`config.mk`:
```
export PLATFORM = sky130hd
export DESIGN_NAME = uart_rx_frame_ctrl_flat
export DESIGN_NICKNAME = d
export VERILOG_FILES = /design/src/rtl/uart_rx_frame_ctrl_pkg.sv /design/src/rtl/uart_rx_frame_ctrl_if.sv /design/src/rtl/uart_rx_frame_ctrl_sampler.sv /design/src/rtl/uart_rx_frame_ctrl.sv /design/src/flat_wrapper.sv
export SDC_FILE = /design/constraint.sdc
export NUM_CORES = 1
export LEC_CHECK = 0
export CAP_MARGIN = 20
export CORE_MARGIN = 2
export CORE_UTILIZATION = 45
export DETAILED_ROUTE_END_ITERATION = 6
export MAX_ROUTING_LAYER = met4
export PLACE_DENSITY = 0.7
export SYNTH_ARGS = -nofsm -noshare
export SYNTH_HDL_FRONTEND = slang
export SYNTH_HIERARCHICAL = 1
export SYNTH_SLANG_ARGS = --single-unit
```
`constraint.sdc`:
```
create_clock -name clk -period 2.9 [get_ports clk]
set_input_delay 0.435 -clock clk [delete_from_list [all_inputs] [get_ports clk]]
set_output_delay 0.435 -clock clk [all_outputs]
set_load 0.01 [all_outputs]
```
`src/rtl/uart_rx_frame_ctrl_pkg.sv`:
```
// Shared types and constants for the UART receive frame controller.
// Includes the prescale decode that maps illegal ratios onto 8.
package uart_rx_pkg;

  typedef enum logic [2:0] {
    ST_IDLE,
    ST_START,
    ST_DATA,
    ST_PARITY,
    ST_STOP
  } rx_state_e;

  localparam logic PAR_EVEN = 1'b0;
  localparam logic PAR_ODD  = 1'b1;

  localparam logic [5:0] PRESCALE_8  = 6'd8;
  localparam logic [5:0] PRESCALE_16 = 6'd16;
  localparam logic [5:0] PRESCALE_32 = 6'd32;

  function automatic logic [5:0] decode_prescale(input logic [5:0] raw);
    case (raw)
      PRESCALE_16: return PRESCALE_16;
      PRESCALE_32: return PRESCALE_32;
      default:     return PRESCALE_8;
    endcase
  endfunction

endpackage

```
`src/rtl/uart_rx_frame_ctrl_if.sv`:
```
// Signal bundle between the frame controller, its edge/bit counter and the
// serial line; the controller uses the slave modport.
interface uart_rx_frame_ctrl_if #(
  parameter int DATA_WIDTH = 8
);
  logic                  rx_in;
  logic [5:0]            prescale;
  logic                  par_en;
  logic                  par_typ;
  logic [4:0]            edge_cnt;
  logic [3:0]            bit_cnt;
  logic                  cnt_enable;
  logic [DATA_WIDTH-1:0] p_data;
  logic                  data_valid;
  logic                  par_err;
  logic                  stp_err;

  modport master (
    output rx_in, prescale, par_en, par_typ, edge_cnt, bit_cnt,
    input  cnt_enable, p_data, data_valid, par_err, stp_err
  );

  modport slave (
    input  rx_in, prescale, par_en, par_typ, edge_cnt, bit_cnt,
    output cnt_enable, p_data, data_valid, par_err, stp_err
  );
endinterface

```
`src/rtl/uart_rx_frame_ctrl_sampler.sv`:
```
// Three-point majority sampler around the middle of each bit cell.
// The voted bit is registered on the last sample point and held until the next.
module uart_rx_data_sampler
  import uart_rx_pkg::*;
(
  input  logic       clk,
  input  logic       rst,
  input  logic       rx_in,
  input  logic [5:0] prescale,
  input  logic [4:0] edge_cnt,
  output logic       voted_bit
);

  logic [5:0] mid;
  logic [5:0] edge_w;
  logic [1:0] smp;

  assign mid    = {1'b0, prescale[5:1]};
  assign edge_w = {1'b0, edge_cnt};

  always_ff @(posedge clk) begin
    if (edge_w == mid - 6'd1) smp[0] <= rx_in;
    if (edge_w == mid)        smp[1] <= rx_in;
  end

  // third sample is taken live from rx_in at mid+1 and voted in the same edge
  always_ff @(posedge clk) begin
    if (rst) begin
      voted_bit <= 1'b1;
    end else if (edge_w == mid + 6'd1) begin
      voted_bit <= (smp[0] & smp[1]) | (smp[0] & rx_in) | (smp[1] & rx_in);
    end
  end

endmodule

```
`src/rtl/uart_rx_frame_ctrl.sv`:
```
// UART receive frame controller: start validation, LSB-first deserialization,
// parity and stop checks, one registered byte per good frame.
module uart_rx_frame_ctrl
  import uart_rx_pkg::*;
#(
  parameter int DATA_WIDTH = 8
) (
  input logic                 clk,
  input logic                 rst,
  uart_rx_frame_ctrl_if.slave bus
);

  localparam logic [3:0] LAST_DATA_BIT = 4'(DATA_WIDTH);

  rx_state_e             state;
  logic [DATA_WIDTH-1:0] shift;
  logic                  par_flag;
  logic                  par_en_q;
  logic                  par_typ_q;
  logic                  voted;
  logic [5:0]            presc;
  logic [5:0]            edge_w;
  logic                  be;
  logic                  vp;

  assign presc  = decode_prescale(bus.prescale);
  assign edge_w = {1'b0, bus.edge_cnt};
  assign be     = (edge_w == presc - 6'd1);
  assign vp     = (edge_w == {1'b0, presc[5:1]} + 6'd2);

  uart_rx_data_sampler u_sampler (
    .clk      (clk),
    .rst      (rst),
    .rx_in    (bus.rx_in),
    .prescale (presc),
    .edge_cnt (bus.edge_cnt),
    .voted_bit(voted)
  );

  always_ff @(posedge clk) begin
    if (rst) begin
      state          <= ST_IDLE;
      shift          <= '0;
      par_flag       <= 1'b0;
      par_en_q       <= 1'b0;
      par_typ_q      <= 1'b0;
      bus.cnt_enable <= 1'b0;
      bus.p_data     <= '0;
      bus.data_valid <= 1'b0;
      bus.par_err    <= 1'b0;
      bus.stp_err    <= 1'b0;
    end else begin
      bus.data_valid <= 1'b0;
      bus.par_err    <= 1'b0;
      bus.stp_err    <= 1'b0;
      case (state)
        ST_IDLE: begin
          if (!bus.rx_in) begin
            state          <= ST_START;
            bus.cnt_enable <= 1'b1;
            par_en_q       <= bus.par_en;
            par_typ_q      <= bus.par_typ;
            par_flag       <= 1'b0;
          end
        end
        // a start bit that votes high was a glitch: drop silently
        ST_START: begin
          if (be && bus.bit_cnt == 4'd0) begin
            if (voted) begin
              state          <= ST_IDLE;
              bus.cnt_enable <= 1'b0;
            end else begin
              state <= ST_DATA;
            end
          end
        end
        ST_DATA: begin
          if (be) begin
            shift <= {voted, shift[DATA_WIDTH-1:1]};
            if (bus.bit_cnt == LAST_DATA_BIT) state <= par_en_q ? ST_PARITY : ST_STOP;
          end
        end
        ST_PARITY: begin
          if (be) begin
            par_flag <= ((^shift) ^ par_typ_q) != voted;
            state    <= ST_STOP;
          end
        end
        // stop is judged at the vote point so the next start edge is not missed
        ST_STOP: begin
          if (vp) begin
            bus.stp_err    <= ~voted;
            bus.par_err    <= par_flag & par_en_q;
            if (voted && !(par_flag && par_en_q)) begin
              bus.p_data     <= shift;
              bus.data_valid <= 1'b1;
            end
            state          <= ST_IDLE;
            bus.cnt_enable <= 1'b0;
          end
        end
        default: begin
          state          <= ST_IDLE;
          bus.cnt_enable <= 1'b0;
        end
      endcase
    end
  end

endmodule

```
`src/flat_wrapper.sv`:
```
// flat-port wrapper written by rule: the top's interface ports become plain ports
module uart_rx_frame_ctrl_flat import uart_rx_pkg::*;
#(
  parameter int DATA_WIDTH = 8
)
  (clk, rst, bus_rx_in, bus_prescale, bus_par_en, bus_par_typ, bus_edge_cnt, bus_bit_cnt, bus_cnt_enable, bus_p_data, bus_data_valid, bus_par_err, bus_stp_err);
  uart_rx_frame_ctrl_if #(.DATA_WIDTH(DATA_WIDTH)) bus_i ();
  input logic clk;
  input logic rst;
  input wire logic [$bits(bus_i.rx_in)-1:0] bus_rx_in;
  input wire logic [$bits(bus_i.prescale)-1:0] bus_prescale;
  input wire logic [$bits(bus_i.par_en)-1:0] bus_par_en;
  input wire logic [$bits(bus_i.par_typ)-1:0] bus_par_typ;
  input wire logic [$bits(bus_i.edge_cnt)-1:0] bus_edge_cnt;
  input wire logic [$bits(bus_i.bit_cnt)-1:0] bus_bit_cnt;
  output wire logic [$bits(bus_i.cnt_enable)-1:0] bus_cnt_enable;
  output wire logic [$bits(bus_i.p_data)-1:0] bus_p_data;
  output wire logic [$bits(bus_i.data_valid)-1:0] bus_data_valid;
  output wire logic [$bits(bus_i.par_err)-1:0] bus_par_err;
  output wire logic [$bits(bus_i.stp_err)-1:0] bus_stp_err;
  assign bus_i.rx_in = bus_rx_in;
  assign bus_i.prescale = bus_prescale;
  assign bus_i.par_en = bus_par_en;
  assign bus_i.par_typ = bus_par_typ;
  assign bus_i.edge_cnt = bus_edge_cnt;
  assign bus_i.bit_cnt = bus_bit_cnt;
  assign bus_cnt_enable = bus_i.cnt_enable;
  assign bus_p_data = bus_i.p_data;
  assign bus_data_valid = bus_i.data_valid;
  assign bus_par_err = bus_i.par_err;
  assign bus_stp_err = bus_i.stp_err;
  uart_rx_frame_ctrl #(.DATA_WIDTH(DATA_WIDTH)) u_core (.clk(clk), .rst(rst), .bus(bus_i));
endmodule
```
### Word-level counts from Yosys, hierarchy flattened

Index checks and enable logic that the tools add are counted.
Widths: inputs -> output; s select.

* $add $sub $neg: 4
* equality and inequality tests: 20
* muxes and demuxes: 19
* bitwise logic cells: 12
* reduce and logical (&&, ||, !) cells: 16

Operator list (count)
* $eq 5x6->1: 4
* $mux 3: 7
* $pmux 3 s5: 1
* $pmux 6 s2: 1
* $ne 2x1->1 const B: 5
* $reduce_xor 8->1: 1
* $mux 1: 7
* $add 5x1->6 const B: 1
* $add 5x2->6 const B: 1
* $eq 3x2->1 const B: 2
* $eq 6x5->1 const B: 1
* $eq 6x6->1 const B: 1
* $reduce_and 3->1: 2
* $reduce_and 6->1: 1
* $sub 5x1->6 const B: 1
* $sub 6x1->6 const B: 1
* $eq 5x5->1: 1
* $not 1->1: 5
* $reduce_and 5->1: 1
* $and 1x1->1: 4
* $eq 4x4->1 const B: 1
* $logic_not 4->1: 1
* $ne 2x2->1 const B: 2
* $pmux 1 s4: 1
* other kinds (14): 18

* register bits after elaboration: 29
* output and inout port bits: 12
* logic and storage cells: 84

### Longest topological paths before layout

* depth after elaboration: 7
* mapped depth: 9

### Hierarchy

The synthesis kept the hierarchy.

Modules (own cells, without submodules)
* uart_rx_frame_ctrl: instances 1, cells an instance 150, area an instance 1405.1 µm², sequential area each 520.5 µm²
* uart_rx_data_sampler: instances 1, cells an instance 44, area an instance 379.1 µm², sequential area each 80.1 µm²

### Worst setup path before layout

OpenSTA, ideal clock, no wires.

* path kind: in2reg
* from: in bus_prescale[1]
* to: reg u_core.u_sampler.smp[0], enable pin
* setup time: 0.319 ns
* data arrival time: 2.218 ns
* required time: 2.581 ns
* path slack: 0.363 ns
* stages on the path: 9
* cells stage by stage: or4_4 > buf_6 > nor2_1 > nor2_1 > buf_2 > nand3b_1 > a21boi_1 > o21ai_1 > a211oi_1

* cells in the longest elaborated chain, start to end: 4
* elaborated cells between the ends (all ways): 5
* those cells by class: add/sub (1); eq/ne (3); mux (1)

RTL lines
* start: declaration: RTL line flat_wrapper.sv:11 `input wire logic [$bits(bus_i.prescale)-1:0] bus_prescale;`
* $eq 6x6->1 / $eq 6x5->1 (equally long branches): RTL line uart_rx_frame_ctrl_pkg.sv:21 `case (raw)`
* $pmux 6 s2 (*): RTL line uart_rx_frame_ctrl_pkg.sv:21
* named net u_core.presc[5]: RTL line uart_rx_frame_ctrl.sv:21 `logic [5:0] presc;`
* $sub 5x1->6 (*): RTL line uart_rx_frame_ctrl_sampler.sv:22 `if (edge_w == mid - 6'd1) smp[0] <= rx_in;`
* $eq 5x6->1 (*): RTL line uart_rx_frame_ctrl_sampler.sv:22
* end signal: assignment: RTL line uart_rx_frame_ctrl_sampler.sv:22
* end: declaration: RTL line uart_rx_frame_ctrl_sampler.sv:16 `logic [1:0] smp;`

The timed path passes the listed nets; every way through them passes the cells marked *.
A chain may end at the register's enable or synchronous reset.

### Final worst setup path

* from: in bus_prescale[1]
* to: reg u_core.state[0]

* cells in the longest elaborated chain, start to end: 7
* elaborated cells between the ends (all ways): 13
* those cells by class: add/sub (2); eq/ne (8); mux (1); reduce/logical (2)

RTL lines
* $eq 6x6->1 / $eq 6x5->1 (equally long branches): RTL line uart_rx_frame_ctrl_pkg.sv:21
* $pmux 6 s2 (*): RTL line uart_rx_frame_ctrl_pkg.sv:21
* $sub 6x1->6: RTL line uart_rx_frame_ctrl.sv:28 `assign be = (edge_w == presc - 6'd1);`
* $eq 5x6->1: RTL line uart_rx_frame_ctrl.sv:28
* $logic_and 1x1->1: RTL line uart_rx_frame_ctrl.sv:68 `if (be && bus.bit_cnt == 4'd0) begin`
* $ne 2x1->1 (no source line)
* $reduce_and 6->1 (no source line) (*)
* end signal: assignment: RTL line uart_rx_frame_ctrl.sv:80 `if (bus.bit_cnt == LAST_DATA_BIT) state <= par_en_q ? ST_PARITY : ST_STOP;`
* end: declaration: RTL line uart_rx_frame_ctrl.sv:15 `rx_state_e state;`

Every way passes the cells marked *; elsewhere a longest branch is shown, timed or not.

==> summary.txt <==
Die ar. - 4480 um^2
Die X - 67.0 um
most frequent cells in the layout - clkdlybuf4s50_1 (31), nor2_1 (31), dfxtp_1 (27)
CTS tree - built
grt ovf - 0
Max Fclk - 0.401 GHz
Final period util - 0.860
Synth Warn # - 6
Unique masters post-synth - 53
Setup TNS - 0 ns
global-route usage over all layers - 0.174
post-CTS setup buffer count - 0
Area Growth Syn to Fin - 26.6%
Max-Cap Viols - 0
Die H - 67.0 um
Critical Path End Type - register
area of the mapped netlist - 1780 um^2
crit path max fanout - 8
largest net degree at the start of global routing - 16
Hold WS - 0.476 ns
EDFF count, synth - 2
DR vias - 1461
Root Driver - clkbuf_8
LEAKAGE - 0.849 nW
clock period minus worst slack - 2.49 ns
CTS Sinks - 29
layout cell share with drive strength beyond 1 - 0.108
I/O pin count - 32
Resize count post-CTS - 0
DRC Markers - 0
Syn Area/Cell - 9.20 um^2
Final WS setup - 0.406 ns
PwrDens - 415 nW/um^2
antenna violations before repair - 0
vias in the first global route - 1306
VDD IR max - 0.000442 V
Worst setup SP type - input pin
Routability Congestion - 0.807
RSZ-0062 raised after global routing - no
critical path class - input pin to register
Rel. slew slack - 0.620
DP HPWL - 2.77 mm
Post-CTS Hold Fix Bufs - 0
Max Transition Viols Final - 0
drt total wl - 3.49 mm
Rows - 22
1st-iter DRT viols - 96
Post-layout nets - 261
ANT cells - 0
Initial Util - 0.477
Initial DRT Pass Iterations - 4
Top FF cell, synth - dfxtp_1
Seq/Total Area, Yosys - 0.337
antenna-violating nets left - 0
Num CTS Buffers - 5
Final Hold Vio Count - 0
CTS Buffer Depth - 2
Async SR Flop Fraction - 0
CTS HTree Levels - 2
Hold Crit Class - register to register
number of fillers in the final layout - 351
Seq cells post-synth - 29
crit path DAT - 2.63 ns
instance count of the mapped netlist - 194
clock skew - 0.00478 ns
PortBufs - 31
pre-CTS worst setup slack - 0.124 ns
Tightest Pin Transition - 0.568 ns
Vias/cell - 5.07
Core ar. - 3740 um^2
first-pass GRT wire length - 5.86 mm
Finish-stage setup viols - 0
later-pin clock latency in the skew report - 0.27 ns
WL/cell - 12.1 um
Req. time, crit path - 3.04 ns
clk slew on worst S/H paths - 0.05 ns
status - finished clean
==> per-layer routing <==
metal  wire length [um]  vias up  track usage
met2               1620       25        0.270
met1               1730      667        0.235
met4                  0        0       0.0230
met3                134        0       0.0456
li1                   -      769            -
met5                  0        -            -
==> worst max-delay path: stages <==
cell and delay (ns):
clkdlybuf4s50_1 0.42, or4_4 0.61, nor4b_4 0.28, nor3_2 0.12, o311a_4 0.42, o311ai_2 0.24, o41ai_2 0.11
==> registers in the layout, summed over array words and instances (netlist names), 2 cells and up <==
name                  count
u_core/bus.p_data         8
u_core/state              3
u_core/u_sampler/smp      2
u_core/shift              8
==> synthesized netlist by cell type, types with 3 or more instances <==
master / instances / share of area
a21oi_1: 7 / 0.020
dfxtp_1: 27 / 0.30
inv_1: 9 / 0.019
mux2i_1: 17 / 0.095
nand2_1: 13 / 0.027
nand2b_1: 5 / 0.018
nand3_1: 3 / 0.0084
nand4_1: 3 / 0.011
nor2_1: 31 / 0.065
nor3_1: 4 / 0.011
nor4_1: 6 / 0.021
o211ai_1: 3 / 0.013
o21ai_1: 3 / 0.0084
xnor2_1: 13 / 0.064
xor2_1: 5 / 0.025
==> per-stage QoR <==
step	cells	cell area (um^2)	power, mW	util
6_report	288	2260	0.938	0.604
5_1_grt	288	2260	0.988	0.604
4_1_cts	288	2260	0.943	0.604
3_5_place_dp	280	2170	0.617	0.580
3_3_place_gp	280	2170	0.614	0.580
2_1_floorplan	203	1820	0.558	-
==> power by group <==
part	switching (mW)	leakage (nW)	internal [mW]	total, mW
clock	0.135	0.0455	0.193	0.328
sequential	0.0201	0.236	0.415	0.435
combinational	0.0934	0.567	0.0811	0.174
==> area by class of cell <==
type,instances,area (um^2),share of cell area
Inverter,9,33.8,0.0150
Tap cell,48,60.1,0.0266
Multi-Input combinational cell,158,1130,0.499
Clock buffer,8,90.1,0.0399
Timing Repair Buffer,36,348,0.154
Sequential cell,29,601,0.266
==> cells by family (layout without fill, tap and decap cells) <==
group           after synthesis  in the layout  share of synthesized area
compound gates               27             27                      0.131
xor+xnor                     19             19                     0.0975
fa+ha+maj                     3              3                     0.0196
buf+inv                      16             53                     0.0505
flops                        29             29                      0.337
mux                          18             18                      0.102
other cells                   1             10                    0.00210
simple gates                 81             81                      0.261
==> worst paths after layout <==
path                          from               end  slack [ns]  cells after the start
setup / recovery   bus_prescale[1]   u_core/state[0]        0.41                      7
setup reg to reg   u_core/state[2]   u_core/state[0]        1.24                      5
hold reg to reg   u_core/par_typ_q  u_core/par_typ_q        0.48                      2
hold / removal    u_core/par_typ_q  u_core/par_typ_q        0.48                      2
(Power assumes the default switching activity.)
